### src/rtl/c1541_sd_arbiter_pkg.sv
// Shared types for the c1541 SD sector-interface arbiter.
package c1541_sd_arbiter_pkg;

  typedef enum logic [1:0] {
    ST_IDLE  = 2'd0,
    ST_ISSUE = 2'd1,
    ST_XFER  = 2'd2,
    ST_DONE  = 2'd3
  } state_t;

  localparam int DEFAULT_NDRV = 4;

endpackage

### src/rtl/c1541_sd_arbiter_rr_pick.sv
// Combinational round-robin picker: first pending index after 'last', wrapping mod NDRV.
module c1541_sd_arbiter_rr_pick #(
  parameter int NDRV = 4,
  parameter int IW   = $clog2(NDRV)
) (
  input  logic [NDRV-1:0] pend,
  input  logic [IW-1:0]   last,
  output logic            any,
  output logic [IW-1:0]   idx
);

  logic [IW-1:0] cand;

  // Walk from the farthest candidate to the nearest so the nearest pending one wins.
  always_comb begin
    any  = 1'b0;
    idx  = '0;
    cand = '0;
    for (int k = NDRV; k >= 1; k--) begin
      cand = IW'((int'(last) + k) % NDRV);
      if (pend[cand]) begin
        any = 1'b1;
        idx = cand;
      end
    end
  end

endmodule

### src/rtl/c1541_sd_arbiter.sv
// Round-robin sharing of one host SD sector lane between NDRV c1541 drive instances.
module c1541_sd_arbiter
  import c1541_sd_arbiter_pkg::*;
#(
  parameter int NDRV  = DEFAULT_NDRV,
  parameter int LBA_W = 32
) (
  input  logic                      clk_sys,
  input  logic                      reset_n,
  input  logic [NDRV*LBA_W-1:0]     req_lba,
  input  logic [NDRV-1:0]           req_rd,
  input  logic [NDRV-1:0]           req_wr,
  output logic [NDRV-1:0]           req_ack,
  input  logic [NDRV*8-1:0]         req_buff_din,
  output logic [NDRV-1:0]           req_buff_wr,
  output logic [LBA_W-1:0]          sd_lba,
  output logic                      sd_rd,
  output logic                      sd_wr,
  input  logic                      sd_ack,
  input  logic                      sd_buff_wr,
  output logic [7:0]                sd_buff_din,
  output logic [$clog2(NDRV)-1:0]   sd_img,
  output logic                      busy
);

  localparam int IW = $clog2(NDRV);

  state_t           state_reg, state_next;
  logic [IW-1:0]    last_reg, last_next;
  logic [IW-1:0]    img_reg, img_next;
  logic [LBA_W-1:0] lba_reg, lba_next;
  logic             rd_reg, rd_next;
  logic             wr_reg, wr_next;

  logic [LBA_W-1:0] lba_arr [NDRV];
  logic [7:0]       din_arr [NDRV];
  logic [NDRV-1:0]  pend;
  logic             pick_any;
  logic [IW-1:0]    pick_idx;

  assign pend = req_rd | req_wr;
  assign busy = (state_reg != ST_IDLE);

  generate
    for (genvar gi = 0; gi < NDRV; gi++) begin : g_drv
      assign lba_arr[gi]     = req_lba[gi*LBA_W +: LBA_W];
      assign din_arr[gi]     = req_buff_din[gi*8 +: 8];
      assign req_ack[gi]     = sd_ack & busy & (img_reg == IW'(gi));
      assign req_buff_wr[gi] = sd_buff_wr & busy & (img_reg == IW'(gi));
    end
  endgenerate

  c1541_sd_arbiter_rr_pick #(.NDRV(NDRV), .IW(IW)) u_pick (
    .pend (pend),
    .last (last_reg),
    .any  (pick_any),
    .idx  (pick_idx)
  );

  always_ff @(posedge clk_sys) begin
    if (!reset_n) begin
      state_reg <= ST_IDLE;
      last_reg  <= IW'(NDRV - 1);
      img_reg   <= '0;
      lba_reg   <= '0;
      rd_reg    <= 1'b0;
      wr_reg    <= 1'b0;
    end else begin
      state_reg <= state_next;
      last_reg  <= last_next;
      img_reg   <= img_next;
      lba_reg   <= lba_next;
      rd_reg    <= rd_next;
      wr_reg    <= wr_next;
    end
  end

  always_comb begin
    state_next = state_reg;
    last_next  = last_reg;
    img_next   = img_reg;
    lba_next   = lba_reg;
    rd_next    = rd_reg;
    wr_next    = wr_reg;
    case (state_reg)
      ST_IDLE: begin
        // A host ack still high here is left over from a reset mid-transfer; let it drain.
        if (!sd_ack && pick_any) begin
          img_next   = pick_idx;
          lba_next   = lba_arr[pick_idx];
          rd_next    = req_rd[pick_idx];
          wr_next    = ~req_rd[pick_idx];
          state_next = ST_ISSUE;
        end
      end
      ST_ISSUE: begin
        if (sd_ack) begin
          rd_next    = 1'b0;
          wr_next    = 1'b0;
          state_next = ST_XFER;
        end
      end
      ST_XFER: begin
        if (!sd_ack) state_next = ST_DONE;
      end
      ST_DONE: begin
        last_next  = img_reg;
        state_next = ST_IDLE;
      end
      default: state_next = ST_IDLE;
    endcase
  end

  assign sd_lba      = lba_reg;
  assign sd_rd       = rd_reg;
  assign sd_wr       = wr_reg;
  assign sd_img      = img_reg;
  assign sd_buff_din = din_arr[img_reg];

endmodule
### config.mk
export PLATFORM = sky130hd
export DESIGN_NAME = c1541_sd_arbiter
export DESIGN_NICKNAME = d
export VERILOG_FILES = /design/src/rtl/c1541_sd_arbiter_pkg.sv /design/src/rtl/c1541_sd_arbiter_rr_pick.sv /design/src/rtl/c1541_sd_arbiter.sv
export SDC_FILE = /design/constraint.sdc
export NUM_CORES = 1
export LEC_CHECK = 0
export CAP_MARGIN = 20
export CELL_PAD_IN_SITES_DETAIL_PLACEMENT = 1
export CELL_PAD_IN_SITES_GLOBAL_PLACEMENT = 1
export CORE_MARGIN = 1
export CORE_UTILIZATION = 26
export DETAILED_ROUTE_END_ITERATION = 10
export PLACE_DENSITY = 0.95
export RECOVER_POWER = 100
export SLEW_MARGIN = 20
export SYNTH_ARGS = -nofsm -noshare
export SYNTH_HDL_FRONTEND = slang
export SYNTH_SLANG_ARGS = --single-unit
### constraint.sdc
create_clock -name clk_sys -period 3.9 [get_ports clk_sys]
set_clock_uncertainty 0.2 [all_clocks]
set_input_delay 0.39 -clock clk_sys [delete_from_list [all_inputs] [get_ports clk_sys]]
set_output_delay 0.39 -clock clk_sys [all_outputs]
set_load 0.02 [all_outputs]
; Yosys cells after proc, flatten, opt, wreduce, memory -nomap -nowiden
; Cells that the tools add are included.
[op_classes]
n_addsub = 4
n_lt_le_gt_ge = 7
n_eq_ne = 9
muxes = 33
n_bitwise = 14
reduce_logical = 9
[op_table]
columns = cell, n
row1 = binary-select mux 32 bit (select 2 bit), 1
row2 = two-way mux 32 bit, 2
row3 = binary-select mux 8 bit (select 2 bit), 1
row4 = two-way mux 8 bit, 2
row5 = "less-than comparator 2 x 3 -> 1 bit, second input constant", 5
row6 = two-way mux 2 bit, 7
row7 = two-way mux 1 bit, 12
row8 = AND 1 bit, 10
row9 = binary-select mux 1 bit (select 2 bit), 5
row10 = "equality test 2 bit, second input constant", 4
row11 = case mux 2 bit (4 select lines), 1
row12 = "greater-or-equal comparator 3 bit, second input constant", 2
row13 = "!= test 2 bit, second input constant", 3
row14 = NOT 2 -> 3 bit, 2
row15 = AND reduction 3 bit, 2
row16 = "adder 2 x 1 -> 2 bit, second input constant", 2
row17 = "adder 2 bit, second input constant", 2
row18 = "equality test 2 x 1 -> 1 bit, second input constant", 2
row19 = zero test 2 bit, 2
row20 = bitwise OR 4 bit, 1
row21 = case mux 1 bit (2 select lines), 2
row22 = nonzero test 2 bit, 2
row23 = AND reduction 2 bit, 1
row24 = logical AND 1 bit, 1
row25 = other kinds (2), 2
[word_totals]
regBits = 40
inputBits = 172
out_inout_bits = 53

; Longest topological paths before layout
[logic_depth]
ltp_word = 12
depth_mapped = 8
mapped_depth_nobuf = 7

; Cells and area by module
; Synthesis repeated with hierarchy kept, for this count alone.
[unflattened]
cells_unflattened = 202
hier_area_um2 = 2606.2
[by_module_without_submodules]
columns = module, n_inst, cells_per_inst, area_per_inst_um2, seq_area_each_um2
row1 = c1541_sd_arbiter, 1, 188, 2514.9, 800.8
row2 = c1541_sd_arbiter_rr_pick, 1, 14, 91.3, 0.0

; Worst setup path after synthesis
; Ideal clock, no wire load.
[synth_path]
path_type = reg2out
from = reg img_reg[0], in the netlist sd_img[0]
to = out sd_buff_din[4]
t_arrival_ns = 1.622
required_ns = 3.310
setup_slack_ns = 1.688
path_stages_with_launch = 4
path_cell_list = dfxtp_1 -> clkbuf_1 -> buf_2 -> mux4_2
[synth_between]
elab_chain_len = 4
[synth_rtl]
columns = item, line_no
row1 = "start, declared", c1541_sd_arbiter.sv:30  ; logic [IW-1:0] img_reg, img_next;
row2 = "start signal, assigned", c1541_sd_arbiter.sv:71  ; img_reg <= img_next;
row3 = NOT 2 -> 3 bit (implied by the code), c1541_sd_arbiter.sv:118  ; assign sd_buff_din = din_arr[img_reg];
row4 = binary-select mux 8 bit (select 2 bit), c1541_sd_arbiter.sv:118
row5 = two-way mux 8 bit (implied by the code) (2 in a row), c1541_sd_arbiter.sv:118
row6 = "end, declared", c1541_sd_arbiter.sv:21  ; output logic [7:0] sd_buff_din,
; No other way between the ends. The select of a mux whose other input is x is not followed.

; Worst setup path in the final report
[layout_path]
from = in req_wr[1]
to = reg lba_reg[29], in the netlist sd_lba[29]
[layout_between]
elab_chain_len = 11
elab_cells_between_ends = 23
[layout_rtl]
columns = item, line_no
row1 = "start, declared", c1541_sd_arbiter.sv:12  ; input logic [NDRV-1:0] req_wr,
row2 = bitwise OR 4 bit *, c1541_sd_arbiter.sv:41  ; assign pend = req_rd | req_wr;
row3 = binary-select mux 1 bit (select 2 bit), c1541_sd_arbiter_rr_pick.sv:21  ; if (pend[cand]) begin
row4 = two-way mux 1 bit (implied by the code), c1541_sd_arbiter_rr_pick.sv:21
row5 = two-way mux 2 bit (4 in a row), c1541_sd_arbiter_rr_pick.sv:21
row6 = NOT 2 -> 3 bit (implied by the code), c1541_sd_arbiter.sv:90  ; lba_next = lba_arr[pick_idx];
row7 = binary-select mux 32 bit (select 2 bit), c1541_sd_arbiter.sv:90
row8 = two-way mux 32 bit (implied by the code) (2 in a row), c1541_sd_arbiter.sv:90
row9 = "end signal, assigned", c1541_sd_arbiter.sv:72  ; lba_reg <= lba_next;
row10 = "end, declared", c1541_sd_arbiter.sv:31  ; logic [LBA_W-1:0] lba_reg, lba_next;
; Mark *: on every way between the ends. The rest lies on a longest branch, timed or not. The select of a mux whose other input is x is not followed.
; A chain may end at the register's enable or synchronous reset.

==> flow_summary_export.csv <==
group,metric,value,unit
status,outcome,"completed",
place,hpwl,9380,µm
clock_network,clk_latency,270,ps
clock_network,cts_setup_buffers,0,
power,power.leakage,2.38,nW
place,place_inst,624,
floorplan,dieHeight,109,µm
global_routing,grt_pass1_wl,17600,µm
global_routing,grt_overflow,0,
global_routing,grt_max_degree,39,
timing,rsz0062_at_grt,"false",
worst_setup_path,critPathRequiredTime,3790,ps
clock_network,clkSinkCount,40,
floorplan,die-width,109,µm
synthesis,synth_edf_count,0,
min_path,hp-start,"sd_wr$_SDFFE_PN0P_",
timing,slew_violations,0,
clock_network,cts_tree,"done",
route,drt_iter0_drc,126,
min_path,holdPathEnd,"sd_wr$_SDFFE_PN0P_",
floorplan,initial_utilization,27.1,%
floorplan,io_pins,225,
global_routing,grtUsageTotal,19.0,%
clock_network,cts_root_buf,"clkbuf_16",
layout,diodes,0,
route,drc,0,
worst_setup_path,start_kind,"primary input",
synthesis,yosysWarnings,0,
clock_network,cts_buffers,5,
layout,layout_commonest_cell,"clkdlybuf4s50_1",
layout,largest_reg_flops,32,
synthesis,async_reset_ff_share,0,%
layout,syn2layout_area_growth,82.0,%
timing,period_share,85.0,%
power,power.density,488,nW/µm²
worst_setup_path,path_class,"in -> reg",
layout,final_nets,667,
floorplan,fp.dieArea,11900,µm²
place,placed_area,5250,µm²
worst_setup_path,timing.rr.start,"state_reg[0]$_SDFFE_PN0P_",
timing,layout_min_cycle_time,3320,ps
synthesis,syn_area_per_cell,10.5,µm²
synthesis,synth_nets,458,
synthesis,synth_cells,282,
timing,max_freq,302,MHz
worst_setup_path,cp.arrival,3200,ps
worst_setup_path,rrSetupSlack,850,ps
route,routed_wl,11600,µm
place,finalWeightedCongestion,0.830,
synthesis,ys_seq_area_share,26.9,%
worst_setup_path,reg2reg_depth,7,
clock_network,clockBufferDepth,2,
timing,worstMarginPinSlew,1490,ps
layout,mostFrequentLayoutCells,"clkdlybuf4s50_1 (169), mux2i_1 (66), dlygate4sd3_1 (55)",
clock_network,cts_resized,0,
global_routing,antenna_found_initial,0,
floorplan,core_area,11000,µm²
synthesis,ys_top_cells_by_area,"dfxtp_1 (27%), mux2i_1 (22%), a221oi_2 (16%), mux4_2 (6.1%), o21ai_0 (5.9%)",
layout,stdcell_count,631,
layout,fillers,1235,
run,drv_cap,0,
global_routing,grt_pass1_vias,3575,
route,wl_per_cell,18.4,µm
worst_setup_path,crit_fanout,37,
timing,hold_viol,0,
power,ir_drop,0.200,mV
timing,fin_setup_tns,0,ps
synthesis,ys.flop_type,"dfxtp_1",
clock_network,htree_levels,2,
timing,setup_viol,0,
floorplan,num_rows,38,
min_path,min_path_type,"reg -> reg",
worst_setup_path,crit_path_end_kind,"flop",
worst_setup_path,r2r_end,"sd_lba[29]$_SDFFE_PN0P_",
synthesis,synth_top_area_share,26.9,%
route,drtAntennaViolNets,0,
synthesis,ys_seq_elements,40,
layout,fin_area,5410,µm²
route,vias,3187,
synthesis,synth_top_area_cell,"dfxtp_1",
route,firstDrtPassIters,4,
min_path,holdPathStages,1,
clock_network,hold_buffers,0,
clock_network,clk_pin_slew,60,ps
synthesis,syn_area,2970,µm²
synthesis,ys_types,44,
timing,timing.hold.ws,267,ps
place,portBuffers,224,
layout,drive_gt1_share,12.0,%
route,post_drt_via_cell_ratio,5.05,
timing,relSlewSlack,0.798,%
## metrics by stage
step / total power [mW] / utilization [%] / setup slack [ps]
finish: 2.64 / 49.3 / 584
detailed placement: 2.21 / 47.8 / 767
global route: 2.78 / 49.3 / 444
floorplan: 1.60 / - / 1690
global placement: 2.15 / 47.8 / 915
CTS: 2.75 / 49.5 / 996
## area by class of cell
cell class	count	area (µm²)	share of cell area [%]
clock inverters	2	60.1	1.11
inverters	7	26.3	0.485
clock buffers	5	125	2.31
well taps	140	175	3.24
repair buffers	228	2280	42.1
multi-input cells	209	1950	35.9
flip-flops and latches	40	801	14.8
## how the worst max path moves through the flow
| stage | start | endpoint | slack [ps] | cells after the start |
|---|---|---|---|---|
| after floorplan | sd_img[0]$_SDFFE_PN0P_ | sd_buff_din[4] | 1690 | 3 |
| after global placement | req_rd[2] | sd_lba[4]$_SDFFE_PN0P_ | 920 | 8 |
| after detailed placement | req_rd[2] | sd_lba[4]$_SDFFE_PN0P_ | 770 | 8 |
| after CTS | sd_img[0]$_SDFFE_PN0P_ | sd_buff_din[5] | 1000 | 2 |
| after global routing | req_wr[1] | sd_lba[29]$_SDFFE_PN0P_ | 440 | 7 |
| final | req_wr[1] | sd_lba[29]$_SDFFE_PN0P_ | 580 | 7 |
## critical path, cell delays in order
cell	delay, ps
dlygate4sd3_1	620
nor4_1	590
and3_1	350
nor3_2	60
clkbuf_1	580
o21ai_0	480
a221oi_1	110
## cell usage after synthesis (3+ instances only)
cell type,count
a21oi_1,4
mux4_2,8
o21ai_0,35
nand2_1,10
buf_4,3
inv_1,7
ha_1,4
clkbuf_1,9
a221oi_2,32
buf_6,8
nor3_1,6
dfxtp_1,40
mux2i_1,66
nor2_1,10
buf_2,4
nand2b_1,3
## per-layer routing
layer | up-vias | wire length [µm] | track usage, % | part of all wire [%]
met3 | 16 | 770 | 4.90 | 6.6
met5 | - | 0 | 0 | 0
met4 | 0 | 178 | 4.83 | 1.5
met2 | 118 | 6330 | 37.2 | 55
li1 | 1525 | - | - | -
met1 | 1528 | 4300 | 19.9 | 37
## cells by family after synthesis
group                      synth area share [%]
adders and majority gates                  2.02
muxes                                      28.3
DFF                                        26.9
buffers and inverters                      7.49
AOI/OAI and AO/OA                          28.0
and+or+nand+nor                            7.28
## report_power, final
part           internal (mW)  switching, mW
combinational          0.699          0.773
clock                  0.363          0.155
sequential             0.546          0.107
total                   1.61           1.04
No activity file was read; power rests on OpenSTA's default activity.
